File: config.mk
export PLATFORM = sky130hd
export DESIGN_NAME = updown_count_tracker
export DESIGN_NICKNAME = d
export VERILOG_FILES = /design/src/rtl/updown_count_tracker_pkg.sv /design/src/rtl/updown_count_tracker_cnt_delta_classify.sv /design/src/rtl/updown_count_tracker.sv
export SDC_FILE = /design/constraint.sdc
export NUM_CORES = 1
export LEC_CHECK = 0
export ABC_AREA = 1
export ABC_CLOCK_PERIOD_IN_PS = 2900
export CORE_UTILIZATION = 49
export DETAILED_ROUTE_END_ITERATION = 8
export PLACE_DENSITY = 0.72
export SLEW_MARGIN = 20
export SYNTH_ARGS = -nofsm -noshare
export SYNTH_HDL_FRONTEND = slang
export SYNTH_SLANG_ARGS = --single-unit
File: constraint.sdc
create_clock -name clk -period 2.9 [get_ports clk]
set_input_delay 0.435 -clock clk [delete_from_list [all_inputs] [get_ports clk]]
set_output_delay 0.435 -clock clk [all_outputs]
set_load 0.03 [all_outputs]
File: src/rtl/updown_count_tracker_pkg.sv
// Shared encodings for the up/down count tracker: FSM states and
// delta class codes produced by the classifier.
package updown_count_tracker_pkg;

    typedef enum logic [1:0] {
        ST_UNSYNC = 2'd0,
        ST_UP     = 2'd1,
        ST_DOWN   = 2'd2,
        ST_FAULT  = 2'd3
    } state_t;

    typedef enum logic [1:0] {
        D_HOLD = 2'd0,
        D_INC  = 2'd1,
        D_DEC  = 2'd2,
        D_BAD  = 2'd3
    } delta_t;

endpackage

File: src/rtl/updown_count_tracker_cnt_delta_classify.sv
// Combinational classifier: compares the previous and current observed
// count and reports whether the move was +1, -1, hold or an illegal jump.
// Arithmetic is modulo 2^CNT_W so 7->0 is +1 and 0->7 is -1 for CNT_W=3.
module cnt_delta_classify
    import updown_count_tracker_pkg::*;
#(
    parameter int CNT_W = 3
) (
    input  logic [CNT_W-1:0] i_prev,
    input  logic [CNT_W-1:0] i_cur,
    output logic [1:0]       o_class
);

    logic [CNT_W-1:0] w_delta;

    assign w_delta = i_cur - i_prev;

    // Map the modular difference onto one of the four delta classes.
    always_comb begin
        o_class = D_BAD;
        if (w_delta == '0)
            o_class = D_HOLD;
        else if (w_delta == CNT_W'(1))
            o_class = D_INC;
        else if (w_delta == '1)
            o_class = D_DEC;
    end

endmodule

File: src/rtl/updown_count_tracker.sv
// Receive-side tracker for an up/down counter's state bus. Recovers the
// count direction, per-step pulses and a wide signed position, and counts
// illegal jumps with a saturating counter. All outputs are registered.
module updown_count_tracker
    import updown_count_tracker_pkg::*;
#(
    parameter int CNT_W     = 3,
    parameter int POS_W     = 16,
    parameter int ERR_CNT_W = 8
) (
    input  logic                 clk,
    input  logic                 rst_n,
    input  logic                 sample_en,
    input  logic [CNT_W-1:0]     cnt_in,
    output logic                 dir,
    output logic                 dir_valid,
    output logic                 step,
    output logic                 err,
    output logic [POS_W-1:0]     pos,
    output logic [ERR_CNT_W-1:0] err_cnt
);

    localparam logic signed [POS_W-1:0] POS_ONE = POS_W'(1);

    // Saturating increment: sticks at all-ones instead of wrapping.
    function automatic logic [ERR_CNT_W-1:0] sat_inc(input logic [ERR_CNT_W-1:0] v);
        return (&v) ? v : v + ERR_CNT_W'(1);
    endfunction

    state_t                  r_state, w_state;
    logic                    r_primed, w_primed;
    logic [CNT_W-1:0]        r_prev, w_prev;
    logic signed [POS_W-1:0] r_pos, w_pos;
    logic [ERR_CNT_W-1:0]    r_err_cnt, w_err_cnt;
    logic                    r_dir, w_dir;
    logic                    r_dir_valid, w_dir_valid;
    logic                    r_step, w_step;
    logic                    r_err, w_err;
    logic [1:0]              w_class_raw;
    delta_t                  w_class;

    cnt_delta_classify #(
        .CNT_W (CNT_W)
    ) u_classify (
        .i_prev  (r_prev),
        .i_cur   (cnt_in),
        .o_class (w_class_raw)
    );

    assign w_class = delta_t'(w_class_raw);

    // Next-state and next-output logic; everything holds unless a sample is accepted.
    always_comb begin
        w_state   = r_state;
        w_primed  = r_primed;
        w_prev    = r_prev;
        w_pos     = r_pos;
        w_err_cnt = r_err_cnt;
        w_dir     = r_dir;
        w_step    = 1'b0;
        w_err     = 1'b0;
        if (sample_en) begin
            w_prev = cnt_in;
            if (!r_primed) begin
                // First sample after reset only establishes the reference value.
                w_primed = 1'b1;
            end else begin
                case (w_class)
                    D_INC: begin
                        w_state = ST_UP;
                        w_step  = 1'b1;
                        w_dir   = 1'b1;
                        w_pos   = r_pos + POS_ONE;
                    end
                    D_DEC: begin
                        w_state = ST_DOWN;
                        w_step  = 1'b1;
                        w_dir   = 1'b0;
                        w_pos   = r_pos - POS_ONE;
                    end
                    D_BAD: begin
                        w_state   = ST_FAULT;
                        w_err     = 1'b1;
                        w_err_cnt = sat_inc(r_err_cnt);
                    end
                    default: begin
                        w_state = r_state;
                    end
                endcase
            end
        end
        w_dir_valid = (w_state == ST_UP) || (w_state == ST_DOWN);
    end

    // State and output registers with synchronous active-low reset.
    always_ff @(posedge clk) begin
        if (!rst_n) begin
            r_state     <= ST_UNSYNC;
            r_primed    <= 1'b0;
            r_prev      <= '0;
            r_pos       <= '0;
            r_err_cnt   <= '0;
            r_dir       <= 1'b0;
            r_dir_valid <= 1'b0;
            r_step      <= 1'b0;
            r_err       <= 1'b0;
        end else begin
            r_state     <= w_state;
            r_primed    <= w_primed;
            r_prev      <= w_prev;
            r_pos       <= w_pos;
            r_err_cnt   <= w_err_cnt;
            r_dir       <= w_dir;
            r_dir_valid <= w_dir_valid;
            r_step      <= w_step;
            r_err       <= w_err;
        end
    end

    assign dir       = r_dir;
    assign dir_valid = r_dir_valid;
    assign step      = r_step;
    assign err       = r_err;
    assign pos       = r_pos;
    assign err_cnt   = r_err_cnt;

endmodule

; ---- Word-level counts from Yosys, hierarchy flattened
; Cells that the tools add are included.
[word_totals]
ff_bits = 34
inputBits = 6
word_cells = 39
[classes]
n_addsub = 4
eq_ne = 7
mux = 10
bitwise = 1
n_reduce_logical = 8
[ops]
columns = op, n
row1 = 16-bit case mux with 2 select lines, 1
row2 = 16-bit by 2-bit adder with 16-bit output (second input constant), 1
row3 = 16-bit by 2-bit subtractor with 16-bit output (second input constant), 1
row4 = 8-bit by 1-bit adder with 8-bit output (second input constant), 1
row5 = 2-bit 2-to-1 mux, 4
row6 = 8-bit AND reduction, 1
row7 = 2-bit equality test (second input constant), 3
row8 = 2-bit case mux with 3 select lines, 1
row9 = 3-bit AND reduction, 2
row10 = 2-bit by 1-bit equality test with 1-bit output (second input constant), 2
row11 = 4-bit AND reduction, 1
row12 = 3-bit by 1-bit equality test with 1-bit output (second input constant), 1
row13 = 3-bit equality test (second input constant), 1
row14 = 3-bit logical NOT, 1
row15 = 1-bit 2-to-1 mux, 3
row16 = 3-bit subtractor, 1
row17 = 1-bit case mux with 2 select lines, 1
row18 = 2-bit nonzero test, 1
row19 = 2-bit OR reduction, 1
row20 = 1-bit logical OR, 1
row21 = 1-bit inverter, 1

; ---- Logic depth before layout (Yosys ltp)
[depth]
depth_word = 11
mapped_depth = 20

; ---- Cells and area by module
; From an unflattened synthesis, not the netlist that was laid out.
[hier_totals]
hier_cells = 433
area_unflattened_um2 = 2615.0
[by_module_without_submodules]
columns = module, instances, cells_each, area_each_um2, seq_area_each_um2
row1 = updown_count_tracker, 1, 414, 2508.7, 680.7
row2 = cnt_delta_classify, 1, 19, 106.4, 0.0

; ---- Least setup slack after synthesis
; OpenSTA, ideal clock, no wires.
[synth_timing]
path_type = input to register
start = input port cnt_in[0]
end = register r_pos[13], in the netlist pos[13]
setup_ns = 0.117
arrival_ns = 2.989
required_ns = 2.783
slack_ns = -0.206
cell_stages = 16
path_buffers = 0
path_cell_list = inv_1 > ha_1 > fa_1 > nor2_1 > nand3_1 > nand2_1 > ha_1 > ha_1 > nand2_1 > inv_1 > a21oi_1 > nor2_1 > nor2_1 > a21oi_1 > nor2_1 > nor2_1
[synth_between]
elab_chain_cells = 8
[synth_lines]
columns = item, line_no
row1 = from (decl), updown_count_tracker.sv:14  ; input logic [CNT_W-1:0] cnt_in,
row2 = 3-bit subtractor (*), updown_count_tracker_cnt_delta_classify.sv:16  ; assign w_delta = i_cur - i_prev;
row3 = 3-bit equality test, updown_count_tracker_cnt_delta_classify.sv:25  ; else if (w_delta == '1)
row4 = 1-bit 2-to-1 mux, updown_count_tracker_cnt_delta_classify.sv:25
row5 = 2-bit 2-to-1 mux, updown_count_tracker_cnt_delta_classify.sv:23  ; else if (w_delta == CNT_W'(1))
row6 = 2-bit 2-to-1 mux (*), updown_count_tracker_cnt_delta_classify.sv:21  ; if (w_delta == '0)
row7 = 2-bit equality test / 2-bit by 1-bit equality test with 1-bit output (equally long branches), updown_count_tracker.sv:68  ; case (w_class)
row8 = 2-bit nonzero test (no source line), -
row9 = 3-bit AND reduction (no source line), -
row10 = to (signal assigned), updown_count_tracker.sv:111  ; r_pos <= w_pos;
row11 = to (decl), updown_count_tracker.sv:33  ; logic signed [POS_W-1:0] r_pos, w_pos;
; Mark *: on every way between the ends. The rest lies on a longest branch, timed or not.
; A chain may end at the register's enable or synchronous reset.

; ---- Worst setup path in the final report
[layout_timing]
start = register r_prev[0]
end = register r_pos[15], in the netlist pos[15]
[layout_between]
elab_chain_cells = 8
[layout_lines]
columns = item, line_no
row1 = from (decl), updown_count_tracker.sv:32  ; logic [CNT_W-1:0] r_prev, w_prev;
row2 = from (signal assigned), updown_count_tracker.sv:110  ; r_prev <= w_prev;
row3 = 3-bit subtractor (*), updown_count_tracker_cnt_delta_classify.sv:16
row4 = 3-bit equality test, updown_count_tracker_cnt_delta_classify.sv:25
row5 = 1-bit 2-to-1 mux, updown_count_tracker_cnt_delta_classify.sv:25
row6 = 2-bit 2-to-1 mux, updown_count_tracker_cnt_delta_classify.sv:23
row7 = 2-bit 2-to-1 mux (*), updown_count_tracker_cnt_delta_classify.sv:21
row8 = 2-bit equality test / 2-bit by 1-bit equality test with 1-bit output (equally long branches), updown_count_tracker.sv:68
row9 = 2-bit nonzero test (no source line), -
row10 = 3-bit AND reduction (no source line), -
; Marks and branches as above.

==> results.sh <==
export IMPL_first_global_vias=2343
export IMPL_cp_max_fo=8
export IMPL_boundaryPins=34
export IMPL_drt_initial_drc_count=108
export IMPL_synth_cell_types=32
export IMPL_setup_viol=0
export IMPL_p_per_area_mw_per_mm2=459
export IMPL_nets=429
export IMPL_fmax_mhz=348
export IMPL_antenna_found_initial=0
export IMPL_timing_final_ws_setup_ns=0.0292
export IMPL_worst_path_most_repeated_cell="nand2_1"
export IMPL_synth_simple_area_share_pct=27.9
export IMPL_switching_share_pct=36.5
export IMPL_syn_avg_cell_area_sq_um=6.97
export IMPL_seq_area_frac_synth_pct=30.0
export IMPL_h_tree_depth=2
export IMPL_drv_cap=0
export IMPL_status="finished, final reports clean"
export IMPL_yosys_area_top_type_share_pct=30.0
export IMPL_clk_latency_ns=0.28
export IMPL_drive_gt1_share_pct=35.7
export IMPL_initial_core_util_pct=51.3
export IMPL_rows=24
export IMPL_tightest_slew_ns=0.460
export IMPL_drc_errors=0
export IMPL_clockPowerShare_pct=22.4
export IMPL_fillers=256
export IMPL_postRouteWirelength_um=6720
export IMPL_syn_inst=325
export IMPL_dp_slack_ns=-0.653
export IMPL_power_leakage_nw=1.61
export IMPL_met1_usage_pct=32.7
export IMPL_synth_compound_area_share_pct=15.0
export IMPL_synthTopCellsByArea="dfxtp_1 30%, nand2_1 14%, ha_1 10%"
export IMPL_port_buffer_count=33
export IMPL_synth_top_area_cell="dfxtp_1"
export IMPL_die_area_sq_mm=0.00490
export IMPL_grt_overflow=0
export IMPL_syn_cell_area_sq_mm=0.00227
export IMPL_diodes=0
export IMPL_synth_xor_area_share_pct=5.41
export IMPL_numCtsBuffers=5
export IMPL_die_w_um=70
export IMPL_slowest_stage="fa_2"
export IMPL_syn2layout_area_growth_pct=58.0
export IMPL_muxShareOfSynthArea_pct=0.442
export IMPL_yosys_area_share_adder_pct=12.3
export IMPL_cp_start_kind="flip-flop"
export IMPL_grt_usage_pct=26.6
export IMPL_vias=2391
export IMPL_clk_pin_slew_ns=0.07
export IMPL_drv_slew=0
export IMPL_critPathArrivalTime_ns=3.03
export IMPL_use_met3_pct=4.04
export IMPL_cp_end_kind="flip-flop"
export IMPL_clk_path_buf_depth=2
export IMPL_yosys_warnings=0
export IMPL_comb_power_share_pct=45.6
export IMPL_first_pass_iters=4
export IMPL_ant_nets=0
export IMPL_wl_per_cell_um=14.8
export IMPL_grt_pass1_wl_um=10600
export IMPL_critical_path_required_ns=3.05
export IMPL_cts_tree="yes"
export IMPL_p_seq_share_pct=32.0
export IMPL_synth_top_family_by_area="simple AND/OR/NAND/NOR gates"
export IMPL_root_buffer="clkbuf_8"
export IMPL_via_per_inst=5.25
export IMPL_hp_class="primary input to flip-flop"
export IMPL_crit_type="flip-flop to flip-flop"
export IMPL_dpl_hpwl_um=3860
export IMPL_grt_max_degree=16
export IMPL_placeableCoreArea_sq_mm=0.00441
export IMPL_total_power_mw=1.64
export IMPL_intPower_mw=1.04
export IMPL_rsz0062_at_grt="yes"
export IMPL_switchingPower_uw=600
export IMPL_place_congestion=0.874
export IMPL_ir_drop_uv=258
export IMPL_syn_nets=352
export IMPL_top_usage_layer="met2"
export IMPL_period_minus_slack_ns=2.87
export IMPL_clock_sinks=34
export IMPL_post_route_period_util_pct=99.0
export IMPL_grt_met2_usage_pct=47.8
export IMPL_post_route_util_pct=81.1
export IMPL_cp_cell_sequence="ha_4 > fa_2 > buf_6 > nand3_4 > nand2_4 > ha_4 > buf_12 > ha_4 > nand2_2 > nand2_2 > nand2_1 > nand2_1 > a21oi_2 > nand2_1 > nand2_1 > nand2_1 > nand2_1 > a21oi_2"
export IMPL_hold_violations=0
export IMPL_clock_skew_final_ns=0.00495
export IMPL_relSlewSlack_pct=69.2
export IMPL_cp_slowest_stage_delay_ns=0.60
export IMPL_die_height_um=70
export IMPL_ys_ff_latch=34
[metal layers]
layer	part of all wire [%]	wire, um
met3	3.4	229
met2	51	3410
met5	0	0
met4	1.7	115
met1	44	2970
[registers in the layout, summed over array words and instances (netlist names)]
register   cells
dir_valid      1
pos           16
r_state        2
err_cnt        8
r_primed       1
step           1
r_prev         3
dir            1
err            1
[synthesized netlist by cell type]
| cell type | count |
|---|---|
| xor2_1 | 9 |
| mux2i_1 | 1 |
| inv_2 | 1 |
| inv_1 | 41 |
| o211ai_1 | 1 |
| o21ai_1 | 1 |
| ha_1 | 19 |
| nand4_2 | 1 |
| dfxtp_1 | 34 |
| fa_1 | 2 |
| o21ai_0 | 14 |
| nor2_1 | 29 |
| o21bai_1 | 5 |
| buf_6 | 1 |
| nand2_1 | 83 |
| nand4_1 | 2 |
| nand3_1 | 23 |
| o21ai_4 | 1 |
| nand2_2 | 2 |
| o21a_1 | 5 |
| nand3_2 | 1 |
| a21o_1 | 1 |
| a21oi_1 | 28 |
| xnor2_1 | 5 |
| clkbuf_1 | 2 |
| nor3_1 | 3 |
| nor2_4 | 1 |
| and2_1 | 2 |
| clkinv_2 | 1 |
| a21oi_2 | 2 |
| buf_4 | 3 |
| nor3_2 | 1 |
[critical path, delay by kind of cell (launching register included)]
family | cells | cell delay, ns
adders and majority gates | 4 | 1.16
and+or+nand+nor | 10 | 0.73
buffers and inverters | 2 | 0.28
DFF | 1 | 0.34
AOI/OAI and AO/OA | 2 | 0.19
[repair_timing]
| item | CTS | global route |
|---|---|---|
| endpoints found under the hold margin | 0 | 0 |
| hold buffers | 0 | 0 |
| pin swaps | 24 | 38 |
| setup buffers | 6 | 4 |
| setup endpoints to repair | 13 | 11 |
| resized for setup | 70 | 43 |
[per-stage QoR]
stage	TNS [ns]	hold WS [ns]	instance area (sq um)	std cells
after CTS	0	0.503	3380	451
final	0	0.492	3580	455
after global placement	-6.98	0.486	2880	437
after detailed placement	-9.33	0.480	2880	437
after floorplan	0	0.472	2280	325
after global routing	-0.279	0.498	3580	455
[layout by cell type, fill, tap and decap left out, types with 4 or more instances in the layout]
cell type         n
inv_1            36
dfxtp_1          33
inv_2             4
a21oi_4           4
buf_6             4
clkbuf_8          6
buf_4            37
nand3_4           4
nand3_1          12
xor2_1            9
nand2_1          53
ha_4             16
nor2_2            4
a21oi_2           7
clkdlybuf4s50_1  31
nand2_4           7
o21a_1            5
nand2_2          25
a21oi_1          19
nand3_2           8
o21ai_0          14
o21bai_1          5
xnor2_1           5
nor2_1           23
[power by group through the flow]
stage / Sequential [mW] / Clock (mW) / Combinational [mW]
final: 0.526 / 0.369 / 0.749
after global routing: 0.529 / 0.395 / 0.799
after CTS: 0.524 / 0.376 / 0.652
after detailed placement: 0.528 / 0 / 0.502
after global placement: 0.528 / 0 / 0.494
after floorplan: 0.568 / 0 / 0.265
[path summary, 6_finish.rpt]
path                                        startpoint                     end  slack, ns  depth (start not counted)
worst max register to register  r_prev[0]$_SDFFE_PN0P_    pos[15]$_SDFFE_PN0P_       0.03                         18
worst max-delay path            r_prev[0]$_SDFFE_PN0P_    pos[15]$_SDFFE_PN0P_       0.03                         18
worst min register to register   r_state[0]$_SDFF_PN0_   r_state[0]$_SDFF_PN0_       0.51                          2
worst min-delay path                         cnt_in[0]  r_prev[0]$_SDFFE_PN0P_       0.49                          4
[area by class of cell]
type                            count  area (sq um)  share of cell area (%)
Timing Repair Buffer               76           687                    19.2
Clock buffer                        7          86.3                    2.41
Tap cell                           52          65.1                    1.82
Clock inverter                      1          5.00                   0.140
Multi-Input combinational cell    242          1890                    52.7
Inverter                           43           168                    4.68
Sequential cell                    34           682                    19.0
[cells by family after synthesis]
logic type                 after synthesis
AOI/OAI and AO/OA                       58
xor gates and xnor gates                14
adders and majority gates               21
buffers and inverters                   49
DFF                                     34
muxes                                    1
and+or+nand+nor                        148
(Power assumes the default switching activity.)
